## config.mk

```make
export PLATFORM = sky130hd
export DESIGN_NAME = fmv_frame_queue
export DESIGN_NICKNAME = d
export VERILOG_FILES = /design/src/rtl/fmv_pkg.sv /design/src/rtl/fmv_slot_fifo.sv /design/src/rtl/fmv_frame_queue.sv
export SDC_FILE = /design/constraint.sdc
export NUM_CORES = 1
export LEC_CHECK = 0
export CAP_MARGIN = 20
export CORE_MARGIN = 2
export CORE_UTILIZATION = 45
export CTS_CLUSTER_DIAMETER = 60
export DETAILED_ROUTE_END_ITERATION = 8
export PLACE_DENSITY = 0.89
export SETUP_SLACK_MARGIN = 0.15
export SYNTH_ARGS = -nofsm -noshare
export SYNTH_HDL_FRONTEND = slang
export SYNTH_SLANG_ARGS = --single-unit
```

## constraint.sdc

```tcl
create_clock -name clkddr -period 4.15 [get_ports clkddr]
set_input_delay 0.415 -clock clkddr [delete_from_list [all_inputs] [get_ports clkddr]]
set_output_delay 0.415 -clock clkddr [all_outputs]
set_load 0.01 [all_outputs]
```

## src/rtl/fmv_pkg.sv

```systemverilog
// Shared types and default constants for the FMV frame queue: slot life-cycle
// states, the planar YUV frame descriptor and the slot address helper.
package fmv_pkg;

  localparam logic [28:0] DEF_SLOT_BASE     = 29'h0040_0000;
  localparam logic [28:0] DEF_SLOT_STRIDE   = 29'h0003_0000;
  localparam logic [28:0] DEF_Y_PLANE_BYTES = 29'h0002_0000;
  localparam logic [28:0] DEF_C_PLANE_BYTES = 29'h0000_8000;

  typedef enum logic [2:0] {
    SLOT_FREE,
    SLOT_DECODING,
    SLOT_READY,
    SLOT_SHOWN,
    SLOT_RETIRING
  } slot_state_e;

  // Byte addresses of the three planes of one frame buffer, shared with the player.
  typedef struct packed {
    logic [28:0] y;
    logic [28:0] u;
    logic [28:0] v;
  } planar_yuv_s;

  // Plane addresses of slot k; 29-bit arithmetic wraps silently.
  function automatic planar_yuv_s slot_frame(input logic [2:0]  k,
                                             input logic [28:0] base,
                                             input logic [28:0] stride,
                                             input logic [28:0] y_bytes,
                                             input logic [28:0] c_bytes);
    planar_yuv_s f;
    f.y = base + 29'(k) * stride;
    f.u = f.y + y_bytes;
    f.v = f.u + c_bytes;
    return f;
  endfunction

endpackage

```

## src/rtl/fmv_slot_fifo.sv

```systemverilog
// In-order queue of committed frames {slot, width, height}. The caller never
// pops when empty and never pushes when full; a push in the clear cycle survives.
module fmv_slot_fifo #(
  parameter int DEPTH = 4,
  parameter int W     = 20
) (
  input  logic                       clkddr,
  input  logic                       reset_n,
  input  logic                       push,
  input  logic [W-1:0]               din,
  input  logic                       pop,
  input  logic                       clear,
  output logic [W-1:0]               dout,
  output logic [$clog2(DEPTH):0]     count
);

  localparam int AW = $clog2(DEPTH);
  localparam int CW = AW + 1;

  logic [W-1:0]  mem [DEPTH];
  logic [AW-1:0] rd_ptr;
  logic [AW-1:0] wr_ptr;

  always_ff @(posedge clkddr) begin
    if (push) mem[clear ? '0 : wr_ptr] <= din;
  end

  always_ff @(posedge clkddr or negedge reset_n) begin
    if (!reset_n) begin
      rd_ptr <= '0;
      wr_ptr <= '0;
      count  <= '0;
    end else if (clear) begin
      rd_ptr <= '0;
      wr_ptr <= push ? AW'(1) : '0;
      count  <= push ? CW'(1) : '0;
    end else begin
      if (push) wr_ptr <= wr_ptr + AW'(1);
      if (pop)  rd_ptr <= rd_ptr + AW'(1);
      count <= count + CW'(push) - CW'(pop);
    end
  end

  assign dout = mem[rd_ptr];

endmodule

```

## src/rtl/fmv_frame_queue.sv

```systemverilog
// Frame buffer pool between the MPEG decoder and the FMV frame player.
// Optional FMV_FRAME_REPEAT_EN adds repeat_count to hold each frame for N+1 vsyncs.
module fmv_frame_queue
  import fmv_pkg::*;
#(
  parameter int          NUM_SLOTS     = 4,
  parameter logic [28:0] SLOT_BASE     = DEF_SLOT_BASE,
  parameter logic [28:0] SLOT_STRIDE   = DEF_SLOT_STRIDE,
  parameter logic [28:0] Y_PLANE_BYTES = DEF_Y_PLANE_BYTES,
  parameter logic [28:0] C_PLANE_BYTES = DEF_C_PLANE_BYTES
) (
  input  logic                          clkddr,
  input  logic                          reset_n,
  input  logic                          alloc_req,
  output logic                          alloc_ack,
  output logic [$clog2(NUM_SLOTS)-1:0]  alloc_slot,
  output planar_yuv_s                   alloc_frame,
  input  logic                          commit,
  input  logic [$clog2(NUM_SLOTS)-1:0]  commit_slot,
  input  logic [8:0]                    commit_width,
  input  logic [8:0]                    commit_height,
  input  logic                          discard,
  input  logic                          flush,
  input  logic                          stop,
  input  logic                          vsync_pulse,
`ifdef FMV_FRAME_REPEAT_EN
  input  logic [1:0]                    repeat_count,
`endif
  output planar_yuv_s                   frame,
  output logic [8:0]                    frame_width,
  output logic [8:0]                    frame_height,
  output logic                          latch_frame,
  output logic                          invalidate,
  output logic [3:0]                    free_count,
  output logic [3:0]                    ready_count,
  output logic                          protocol_error
);

  localparam int SW = $clog2(NUM_SLOTS);
  localparam int EW = SW + 18;
  localparam int CW = SW + 1;

  slot_state_e   state   [NUM_SLOTS];
  slot_state_e   state_n [NUM_SLOTS];

  logic [EW-1:0] head;
  logic [CW-1:0] fifo_count;
  logic          fifo_empty;
  logic [SW-1:0] head_slot;
  logic [8:0]    head_width;
  logic [8:0]    head_height;
  logic          hold_ok;
  logic          do_pop;
  logic          do_push;
  logic          grant;
  logic [SW-1:0] grant_slot;
  logic          err_set;
  logic [3:0]    free_n;

  assign {head_slot, head_width, head_height} = head;
  assign fifo_empty  = (fifo_count == '0);
  // The FIFO holds exactly the READY slots, so its count is the ready count.
  assign ready_count = 4'(fifo_count);

  fmv_slot_fifo #(
    .DEPTH (NUM_SLOTS),
    .W     (EW)
  ) u_fifo (
    .clkddr  (clkddr),
    .reset_n (reset_n),
    .push    (do_push),
    .din     ({commit_slot, commit_width, commit_height}),
    .pop     (do_pop),
    .clear   (flush),
    .dout    (head),
    .count   (fifo_count)
  );

`ifdef FMV_FRAME_REPEAT_EN
  logic [1:0] hold_cnt;

  always_ff @(posedge clkddr or negedge reset_n) begin
    if (!reset_n)                          hold_cnt <= '0;
    else if (stop)                         hold_cnt <= '0;
    else if (do_pop)                       hold_cnt <= repeat_count;
    else if (vsync_pulse && hold_cnt != 0) hold_cnt <= hold_cnt - 2'd1;
  end

  assign hold_ok = (hold_cnt == 2'd0);
`else
  assign hold_ok = 1'b1;
`endif

  // All decisions look at pre-cycle state, so a slot freed now is grantable next cycle.
  always_comb begin
    state_n    = state;
    err_set    = 1'b0;
    do_push    = 1'b0;
    grant      = 1'b0;
    grant_slot = '0;
    free_n     = '0;
    do_pop     = vsync_pulse && !stop && !flush && !fifo_empty && hold_ok;

    for (int k = 0; k < NUM_SLOTS; k++) begin
      if (stop && (state[k] == SLOT_SHOWN || state[k] == SLOT_RETIRING))
        state_n[k] = SLOT_FREE;
      else if (vsync_pulse && state[k] == SLOT_RETIRING)
        state_n[k] = SLOT_FREE;
      else if (do_pop && state[k] == SLOT_SHOWN)
        state_n[k] = SLOT_RETIRING;
      else if (flush && state[k] == SLOT_READY)
        state_n[k] = SLOT_FREE;
    end

    if (do_pop) state_n[head_slot] = SLOT_SHOWN;

    if (commit) begin
      if (state[commit_slot] == SLOT_DECODING) begin
        state_n[commit_slot] = SLOT_READY;
        do_push              = 1'b1;
      end else begin
        err_set = 1'b1;
      end
    end

    if (discard) begin
      if (state[commit_slot] == SLOT_DECODING) state_n[commit_slot] = SLOT_FREE;
      else                                     err_set = 1'b1;
    end

    if (alloc_req && !alloc_ack) begin
      for (int k = NUM_SLOTS - 1; k >= 0; k--) begin
        if (state[k] == SLOT_FREE) begin
          grant      = 1'b1;
          grant_slot = SW'(k);
        end
      end
    end
    if (grant) state_n[grant_slot] = SLOT_DECODING;

    for (int k = 0; k < NUM_SLOTS; k++) begin
      if (state_n[k] == SLOT_FREE) free_n = free_n + 4'd1;
    end
  end

  always_ff @(posedge clkddr or negedge reset_n) begin
    if (!reset_n) begin
      for (int k = 0; k < NUM_SLOTS; k++) state[k] <= SLOT_FREE;
      alloc_ack      <= 1'b0;
      alloc_slot     <= '0;
      alloc_frame    <= '0;
      frame          <= '0;
      frame_width    <= '0;
      frame_height   <= '0;
      latch_frame    <= 1'b0;
      invalidate     <= 1'b0;
      free_count     <= 4'(NUM_SLOTS);
      protocol_error <= 1'b0;
    end else begin
      for (int k = 0; k < NUM_SLOTS; k++) state[k] <= state_n[k];
      alloc_ack   <= grant;
      latch_frame <= do_pop;
      invalidate  <= stop;
      free_count  <= free_n;
      if (grant) begin
        alloc_slot  <= grant_slot;
        alloc_frame <= slot_frame(3'(grant_slot), SLOT_BASE, SLOT_STRIDE,
                                  Y_PLANE_BYTES, C_PLANE_BYTES);
      end
      if (do_pop) begin
        frame        <= slot_frame(3'(head_slot), SLOT_BASE, SLOT_STRIDE,
                                   Y_PLANE_BYTES, C_PLANE_BYTES);
        frame_width  <= head_width;
        frame_height <= head_height;
      end
      if (err_set) protocol_error <= 1'b1;
    end
  end

endmodule

```

== Yosys cells after proc, flatten, opt, wreduce, memory -nomap -nowiden ==
Memory sizes are Yosys's and may differ from the RTL's.
Cells that the tools add are included.

* Reductions and logical operators: 42
* $lt $le $gt $ge: 6
* Bitwise gates (word level): 14
* Add/subtract/negate cells: 13
* $mul: 2
* Muxes and demuxes: 61
* Eq/ne operators: 13

{| class="wikitable"
|+ Operators with widths
! cell !! number
|-
| $mux 12 || 6
|-
| $mux 3 || 22
|-
| $add 25x16->26 const B || 2
|-
| $add 24x18->25 const B || 2
|-
| $add 23x20->24 const A || 2
|-
| $logic_not 3->1 || 9
|-
| $eq 3x2->1 const B || 8
|-
| $logic_and 1x1->1 || 23
|-
| $mux 2 || 10
|-
| $demux 3 s2 || 3
|-
| $and 8x8->8 || 2
|-
| $mux 1 || 16
|-
| $not 8->8 || 2
|-
| $add 4x1->4 const B || 3
|-
| $and 12x12->12 || 1
|-
| $eq 3x3->1 const B || 4
|-
| $mux 4 || 3
|-
| $not 12->12 || 1
|-
| $ge 3x3->1 const B || 3
|-
| $lt 3x1->1 const B || 3
|-
| $not 2->3 || 3
|-
| $mul 2x2->4 const B || 2
|-
| $or 4x4->4 || 2
|-
| $or 8x8->8 || 1
|-
| 10 further kinds || 18
|}

* Memory bits (writable): 80
* Flip-flop bits (word level): 221
* Word-level logic and storage cells: 173
* Memories kept: 1

{| class="wikitable"
|+ Memories
! memory !! words !! bits a word !! read ports !! clocked after memory_dff !! wr ports !! line !! RTL
|-
| u_fifo.mem || 4 || 20 || 1 || 0 || 1 || fmv_slot_fifo.sv:20 || <nowiki>logic [W-1:0] mem [DEPTH];</nowiki>
|}

== Longest topological paths before layout ==
Gate-level depths: netlist (run 1).

* Depth after elaboration: 26
* Depth in mapped cells: 17
* Gate-level depth less buffers: 17

== Hierarchy ==
A second synthesis (run 1) with hierarchy kept.

* Cells, all modules: 626
* Area total of the unflattened synthesis: 7455.9 sq um

{| class="wikitable"
|+ Modules (own cells, without submodules)
! module !! cells an instance !! sequential area each (sq um) !! times used !! area an instance (sq um)
|-
| fmv_frame_queue || 487 || 1427.6 || 1 || 4142.7
|-
| fmv_slot_fifo || 139 || 2577.5 || 1 || 3313.2
|}

== Worst setup path before layout (run 1) ==
OpenSTA, ideal clock, no wires.

* Path type: register to register
* Start: register u_fifo.rd_ptr[0]
* End: register free_count[2]
* Period minus slack after synthesis: 3341 ps
* Cell stages (with the launch flop): 16
* Path slack: 809 ps
* Arrival time: 3266 ps
* Library setup time: 75 ps
* Path through: dfrtp_1 > clkbuf_1 > buf_1 > mux4_2 > inv_1 > ha_1 > a31oi_1 > o22a_1 > o21ai_0 > nor3_1 > ha_1 > xnor2_1 > ha_1 > inv_1 > nor2_1 > xnor2_1

{| class="wikitable"
|+ RTL lines
! item !! line !! RTL
|-
| start: declaration || fmv_slot_fifo.sv:21 || <nowiki>logic [AW-1:0] rd_ptr;</nowiki>
|-
| start signal: assignment || fmv_slot_fifo.sv:39 || <nowiki>if (pop) rd_ptr <= rd_ptr + AW'(1);</nowiki>
|-
| end signal: assignment || fmv_frame_queue.sv:157 || <nowiki>free_count <= 4'(NUM_SLOTS);</nowiki>
|-
| end signal: assignment || fmv_frame_queue.sv:164 || <nowiki>free_count <= free_n;</nowiki>
|-
| end: declaration || fmv_frame_queue.sv:34 || <nowiki>output logic [3:0] free_count,</nowiki>
|}

==> key figures, run 1 <==
Final layout
  – Fillers: 1327
  – Final net count: 773
  – Layout cell share with drive strength beyond 1: 0.108
  – Commonest cells after routing, fill and taps aside: conb_1, nand2_1, clkdlybuf4s50_1
  – Area grow syn2layout: 15.1%
  – Final Core Density: 0.524
  – Most common cell after layout, fill and taps aside: conb_1
  – Non-Filler Instances: 962
  – N_diodes: 0

Floorplanning
  – Rows: 47
  – Die height: 133 um
  – Chip width: 133 um
  – Core Box Area: 16400 sq um
  – Num ports: 234
  – Initial Util: 0.455
  – Die area: 17600 sq um

Pwr
  – Pint: 3.51 mW
  – Clk pwr share: 0.277
  – Psw: 1.77 mW
  – Total power: 5.28 mW
  – Combinational power share: 0.342
  – Max VDD drop: 0.000498 V
  – Cell area power density: 615 nW/um^2
  – Sw Share: 0.335
  – Reg power frac: 0.381
  – Static leakage: 3.68 nW

Routing
  – TritonRoute pass-1 iters: 5
  – Drt initial violations: 469
  – DRC: 0
  – Via count: 4692
  – DRT antenna net count: 0
  – Routed len/inst: 15.1 um
  – Post-DR vias/cell: 4.88
  – Final wirelength: 14500 um

CTS
  – CTS H-tree lvls: 4
  – Setup Fix Bufs, Post-CTS: 0
  – Root Driver: clkbuf_16
  – Hold_buf cts: 0
  – CTS tree: built
  – Worst-Skew Late Latency: 0.43 ns
  – CTS Buffer Depth: 2
  – Post_cts resized: 0
  – Total CTS buffers: 17
  – Clk slew on worst S/H paths: 0.06 ns
  – Clk sink count: 144

Critical path
  – Max Fanout on Critical Path: 14
  – WS Path Type: reg -> reg
  – Worst reg-to-reg path cell count: 12
  – CP max stage delay: 0.70 ns
  – CP max stage cell: o41ai_4
  – Kind of cell adding the most delay to the critical path: compound AO/OA/AOI/OAI gates
  – CP Launch Type: flop
  – Arrival time at the worst endpoint: 3.78 ns
  – Buffers and inverters on the worst path: 2
  – Crit. End Element: flop
  – Register-to-register path setup slack: 0.71 ns
  – Critical-path cell list: nor3_1 > o41ai_4 > inv_2 > nand2_1 > o211ai_1 > nor2_1 > nor3_1 > ha_1 > xnor2_1 > ha_1 > inv_1 > o22ai_1
  – CP Depth: 12
  – Worst endpoint required time: 4.49 ns

Job
  – Max cap viols: 0

Yosys
  – Cell taking the most area after synthesis: edfxtp_1
  – Synth Flop Type: edfxtp_1
  – Register area share after synthesis: 0.536
  – Seq cells post-synth: 144
  – Async S/R FF share, synth: 0.444
  – Post-synth EDFFs: 80
  – YS warnings: 0
  – Synthesized area: 7470 sq um
  – Cell variety after synth: 67
  – Cells after Synth: 645
  – Avg Inst Size Synth: 11.6 sq um
  – Yosys top cell area share: 0.322
  – Synth top area cells: edfxtp_1, dfrtp_1, buf_4

STA
  – Slew Limit Fails: 0
  – Final setup violating endpoints: 0
  – Clock Skew: 0.0130 ns
  – RSZ-0062 raised after global routing: no
  – Period utilisation layout: 0.828
  – Final hold violations: 0
  – Minimum clock period: 3.44 ns
  – Setup ws final: 0.712 ns
  – Worst Tran Pin Value: 0.805 ns
  – Setup TNS: 0 ns
  – Slew HR: 0.463
  – Fmax: 291 MHz

Placed design
  – GPL Wtd Cong: 0.958
  – Port bufs: 94
  – Detailed placement HPWL: 10000 um
  – Place WS: 0.756 ns
  – Cell count after placement: 930

Min path
  – Worst hold path type: in -> async

GRT
  – Initial antenna violation count: 0
  – First-pass GRT wire length: 22600 um
  – Pin count of the biggest net entering global routing: 34
  – Vias in the first global route: 4264
  – Remaining Overflow, GRT: 0
  – Total track usage: 0.166

Status
  – Status: completed
==> per-layer routing <==
layer	global-route usage	wire, um	vias to the layer above
li1	-	-	2114
met1	0.202	5580	2254
met2	0.282	7410	286
met3	0.0437	1170	38
met4	0.0663	342	0
met5	0	0	-
==> kinds of logic (layout without fill, tap and decap cells) <==
kind of cell	Yosys count	after routing	synth area share
simple gates	183	183	0.113
compound gates	68	68	0.0652
xor+xnor	8	8	0.00939
buf+inv	202	160	0.183
fa+ha+maj	16	16	0.0278
mux	23	23	0.0645
other cells	1	140	0.000502
flops	144	144	0.536
==> sequential cells by signal, summed over array words and instances, names as in the netlist <==
name / count
alloc_ack: 1
alloc_frame: 8
alloc_slot: 2
frame: 9
frame_height: 9
frame_width: 9
free_count: 4
invalidate: 1
latch_frame: 1
protocol_error: 1
state: 12
u_fifo.count: 3
u_fifo.mem: 80
u_fifo.rd_ptr: 2
u_fifo.wr_ptr: 2
==> power groups by stage <==
stage               Clock, mW  Sequential (mW)  Combinational, mW
floorplan                   0             2.05               1.17
global placement            0             2.03               1.75
detailed placement          0             2.03               1.79
CTS                      1.49             2.01               1.80
global route             1.55             2.05               1.97
finish                   1.46             2.01               1.81
==> layout make-up <==
| cell class | count | area, sq um | share of cell area |
|---|---|---|---|
| clock buffer | 17 | 425 | 0.0495 |
| sequential | 144 | 4010 | 0.466 |
| clock inverter | 15 | 146 | 0.0170 |
| timing repair buffer | 106 | 1030 | 0.119 |
| tap | 220 | 275 | 0.0320 |
| inverter | 22 | 82.6 | 0.00961 |
| multi-input combinational | 438 | 2630 | 0.306 |
==> worst register-to-register path: stages (launching register included) <==
cell      delay, ns
dfrtp_1        0.52
nor3_1         0.18
o41ai_4        0.70
inv_2          0.28
nand2_1        0.24
o211ai_1       0.12
nor2_1         0.19
nor3_1         0.09
ha_1           0.40
xnor2_1        0.17
ha_1           0.27
inv_1          0.04
o22ai_1        0.16
==> final timing paths <==
| check | from | to |
|---|---|---|
| worst min-delay path | reset_n | free_count[1]$_DFF_PN0_ |
| min in group clkddr | frame[76]$_DFFE_PN0N_ | frame[76]$_DFFE_PN0N_ |
| worst max-delay path | state[0]$_DFF_PN0_ | free_count[1]$_DFF_PN0_ |
| worst min register to register | frame[76]$_DFFE_PN0N_ | frame[76]$_DFFE_PN0N_ |
| worst max register to register | state[0]$_DFF_PN0_ | free_count[1]$_DFF_PN0_ |
| max in group asynchronous | reset_n | frame_width[4]$_DFFE_PN0N_ |
==> Yosys cell counts, drive strengths merged (3+ instances only) <==
cell    number
a21o         4
a21oi       12
a31oi        8
and3         4
buf        167
clkbuf      13
dfrtp       63
edfxtp      80
ha          15
inv         22
mux4        20
nand2      106
nand2b       5
nand3        8
nand4        3
nor2        21
nor2b        6
nor3        10
nor3b        4
o211ai       3
o21ai       17
xnor2        6
==> stage by stage <==
stage	hold WS, ns	instance area, sq um
after floorplan	0.119	7990
after global placement	0.458	8020
after detailed placement	0.463	8020
after CTS	0.0888	8590
after global routing	0.123	8590
final	0.0685	8590
No activity file was read; power rests on OpenSTA's default activity.
==> run 2, diff against run 1 <==
--- a/config.mk
+++ b/config.mk
@@ -7,7 +7,7 @@
 export LEC_CHECK = 0
 export CAP_MARGIN = 20
 export CORE_MARGIN = 2
-export CORE_UTILIZATION = 45
+export CORE_UTILIZATION = 43
 export CTS_CLUSTER_DIAMETER = 60
 export DETAILED_ROUTE_END_ITERATION = 8
 export PLACE_DENSITY = 0.89
==> constraint.sdc (replaced) <==
create_clock -name clkddr -period 2.9 [get_ports clkddr]
set_input_delay 0.29 -clock clkddr [delete_from_list [all_inputs] [get_ports clkddr]]
set_output_delay 0.29 -clock clkddr [all_outputs]
set_load 0.01 [all_outputs]
==> run 2 against run 1 <==
  * Global-route usage rose by 1.7 points
  * Worst hold slack improved by 0.41 ns
  * Flip-flop and latch count did not move
  * Sequential share of layout area fell by 3.6 points
  * Clock power rose by 57%
  * Count of clock-buffer cells in the layout did not move
  * Highest routed layer unchanged
  * Design area rose by 8.5%
  * Cell count rose by 7.1%
  * Fmax rose by 20%
  * Combinational power rose by 86%
  * Core utilization rose by 2.1 points
  * Largest power group is now combinational cells
  * Die area rose by 4.5%
  * Critical endpoint unchanged
==> key figures, run 2 (synthesis results as in run 1) <==
Critical path
  – CP Depth: 11 (-1)
  – Critical-path cell list: mux4_2 > ha_4 > nand2_2 > a32oi_2 > buf_4 > or3_4 > ha_4 > a31oi_2 > ha_2 > inv_2 > o22ai_2
  – WS Path Type: reg -> reg
  – Arrival time at the worst endpoint: 3.17 ns (-0.61 ns)
  – CP max stage cell: mux4_2
  – Worst reg-to-reg path cell count: 11 (-1)
  – Reg-to-reg startpoint: u_fifo.rd_ptr[0]$_DFFE_PN0P_
  – CP max stage delay: 0.58 ns (-0.12 ns)
  – Crit. End Element: flop
  – CP dominant cell by count: ha_4
  – Register-to-register path setup slack: 0.02 ns (-0.69 ns)
  – Reg2Reg Capture Point: free_count[1]$_DFF_PN0_
  – Max Fanout on Critical Path: 3 (-11)
  – CP Launch Type: flop
  – Buffers and inverters on the worst path: 2 (unchanged)
  – Kind of cell adding the most delay to the critical path: adder cells
  – Worst endpoint required time: 3.20 ns (-1.29 ns)

Floorplanning
  – Rows: 48 (+2.1%)
  – Core Box Area: 17100 sq um (+4.3%)
  – Initial Util: 0.436 (-0.0189)
  – Num ports: 234 (unchanged)
  – Die height: 136 um (+2.2%)
  – Chip width: 136 um (+2.2%)
  – Die area: 18400 sq um (+4.5%)

Min path
  – Hold path depth: 2
  – WHS Endpoint: frame_height[1]$_DFFE_PN0N_
  – Hold Crit Start: frame_height[1]$_DFFE_PN0N_
  – Worst hold path type: reg -> reg

STA
  – RSZ-0062 raised after global routing: yes
  – Period utilisation layout: 0.992 (+0.163)
  – Clock Skew: 0.0102 ns (-0.00281 ns)
  – Minimum clock period: 2.88 ns (-0.562 ns)
  – Slew Limit Fails: 0 (unchanged)
  – Worst Tran Pin Value: 0.794 ns (-0.0120 ns)
  – Final setup violating endpoints: 0 (unchanged)
  – Slew HR: 0.471 (+0.00797)
  – Fmax: 348 MHz (+20%)
  – Worst hold slack: 0.475 ns (+0.407 ns)
  – Final hold violations: 0 (unchanged)

CTS
  – Total CTS buffers: 17 (unchanged)
  – Clk slew on worst S/H paths: 0.07 ns (about the same)
  – Root Driver: clkbuf_16
  – CTS Buffer Depth: 2 (unchanged)
  – Clk sink count: 144 (unchanged)
  – CTS tree: built
  – CTS H-tree lvls: 4 (unchanged)
  – Worst-Skew Late Latency: 0.43 ns (about the same)

Status
  – Status: completed

GRT
  – First-pass GRT wire length: 25500 um (+13%)
  – Vias in the first global route: 4773 (+12%)
  – Pin count of the biggest net entering global routing: 34 (unchanged)
  – Initial antenna violation count: 0 (unchanged)
  – Total track usage: 0.183 (+0.0169)
  – Remaining Overflow, GRT: 0 (unchanged)

Final layout
  – Area of the multi-input gates: 2790 sq um (+6.2%)
  – Commonest cells after routing, fill and taps aside: conb_1, nand2_1, clkdlybuf4s50_1
  – Largest registers: u_fifo.mem x80, state x12
  – Layout cell share with drive strength beyond 1: 0.220 (+0.112)
  – Area grow syn2layout: 24.9%
  – Top reg by flops: u_fifo.mem
  – Max reg flops: 80 (unchanged)
  – Most common cell after layout, fill and taps aside: conb_1
  – Cell area after layout: 9320 sq um (+8.5%)
  – Fillers: 1327 (unchanged)
  – N_diodes: 0 (unchanged)
  – Reg area: 4010 sq um (about the same)
  – Final net count: 836 (+8.2%)

Placed design
  – Port bufs: 94 (unchanged)
  – GPL Wtd Cong: 0.892 (-6.9%)
  – Detailed placement HPWL: 11500 um (+15%)
  – Placed inst area: 8490 sq um (+5.8%)

Routing
  – TritonRoute pass-1 iters: 5 (unchanged)
  – Post-DR vias/cell: 4.89 (+0.21%)
  – Drt initial violations: 343 (-27%)
  – Via count: 5034 (+7.3%)
  – DRC: 0 (unchanged)
  – Routed len/inst: 16.2 um (+7.5%)
  – DRT antenna net count: 0 (unchanged)
  – Final wirelength: 16700 um (+15%)

Pwr
  – Cell area power density: 907 nW/um^2 (+48%)
  – Static leakage: 4.05 nW (+10%)
  – Max VDD drop: 0.000541 V (+8.5%)

Job
  – Max cap viols: 0 (unchanged)
## run 2: worst register-to-register path, delay by kind of cell, from the launching register on
kind                       cells  cell delay, ns
DFF                            1            0.41
AOI/OAI and AO/OA              3            0.40
adders and majority gates      3            0.68
muxes                          1            0.58
and+or+nand+nor                2            0.47
buffers and inverters          2            0.22
## run 2: worst max path at each step
stage	to	from	slack [ns]
after floorplan	free_count[1]$_DFF_PN0_	u_fifo.rd_ptr[0]$_DFFE_PN0P_	0.12
after global placement	free_count[1]$_DFF_PN0_	alloc_req	-0.05
after detailed placement	free_count[1]$_DFF_PN0_	alloc_req	-0.19
after CTS	free_count[1]$_DFF_PN0_	u_fifo.rd_ptr[0]$_DFFE_PN0P_	0.09
after global routing	free_count[1]$_DFF_PN0_	state[3]$_DFF_PN0_	-0.07
final	free_count[1]$_DFF_PN0_	u_fifo.rd_ptr[0]$_DFFE_PN0P_	0.02
## run 2: cell type report
type / instances / area share
flip-flops and latches: 144 / 0.430
multi-input cells: 438 / 0.300
repair buffers: 169 / 0.166
clock buffers: 17 / 0.0456
well taps: 225 / 0.0302
clock inverters: 15 / 0.0199
inverters: 22 / 0.00913
## run 2: what timing repair did
action	in CTS	in global routing
hold buffers	1	0
endpoints found under the hold margin	30	0
setup endpoints to repair	3	3
resized for setup	28	13
setup buffers	7	1
pin swaps	9	7
## run 2: metrics by stage
stage | power (mW) | setup TNS (ns) | util | std cells | worst slack (ns)
floorplan | 4.63 | 0 | - | 784 | 0.121
global placement | 5.70 | -0.0991 | 0.496 | 989 | -0.0523
detailed placement | 5.80 | -0.460 | 0.496 | 989 | -0.186
CTS | 8.36 | 0 | 0.541 | 1029 | 0.0920
global route | 8.87 | -0.160 | 0.545 | 1030 | -0.0658
finish | 8.46 | 0 | 0.545 | 1030 | 0.0242
## run 2: report_power, final
| part | internal [mW] | total [mW] | switching (mW) |
|---|---|---|---|
| clock | 1.32 | 2.29 | 0.971 |
| sequential | 2.56 | 2.82 | 0.252 |
| combinational | 1.71 | 3.36 | 1.65 |
## run 2: metal layers
metal | track usage | vias to the layer above | part of all wire
li1 | - | 2243 | -
met1 | 0.220 | 2441 | 0.36
met2 | 0.318 | 299 | 0.53
met3 | 0.0333 | 51 | 0.078
met4 | 0.0851 | 0 | 0.037
met5 | 0 | - | 0
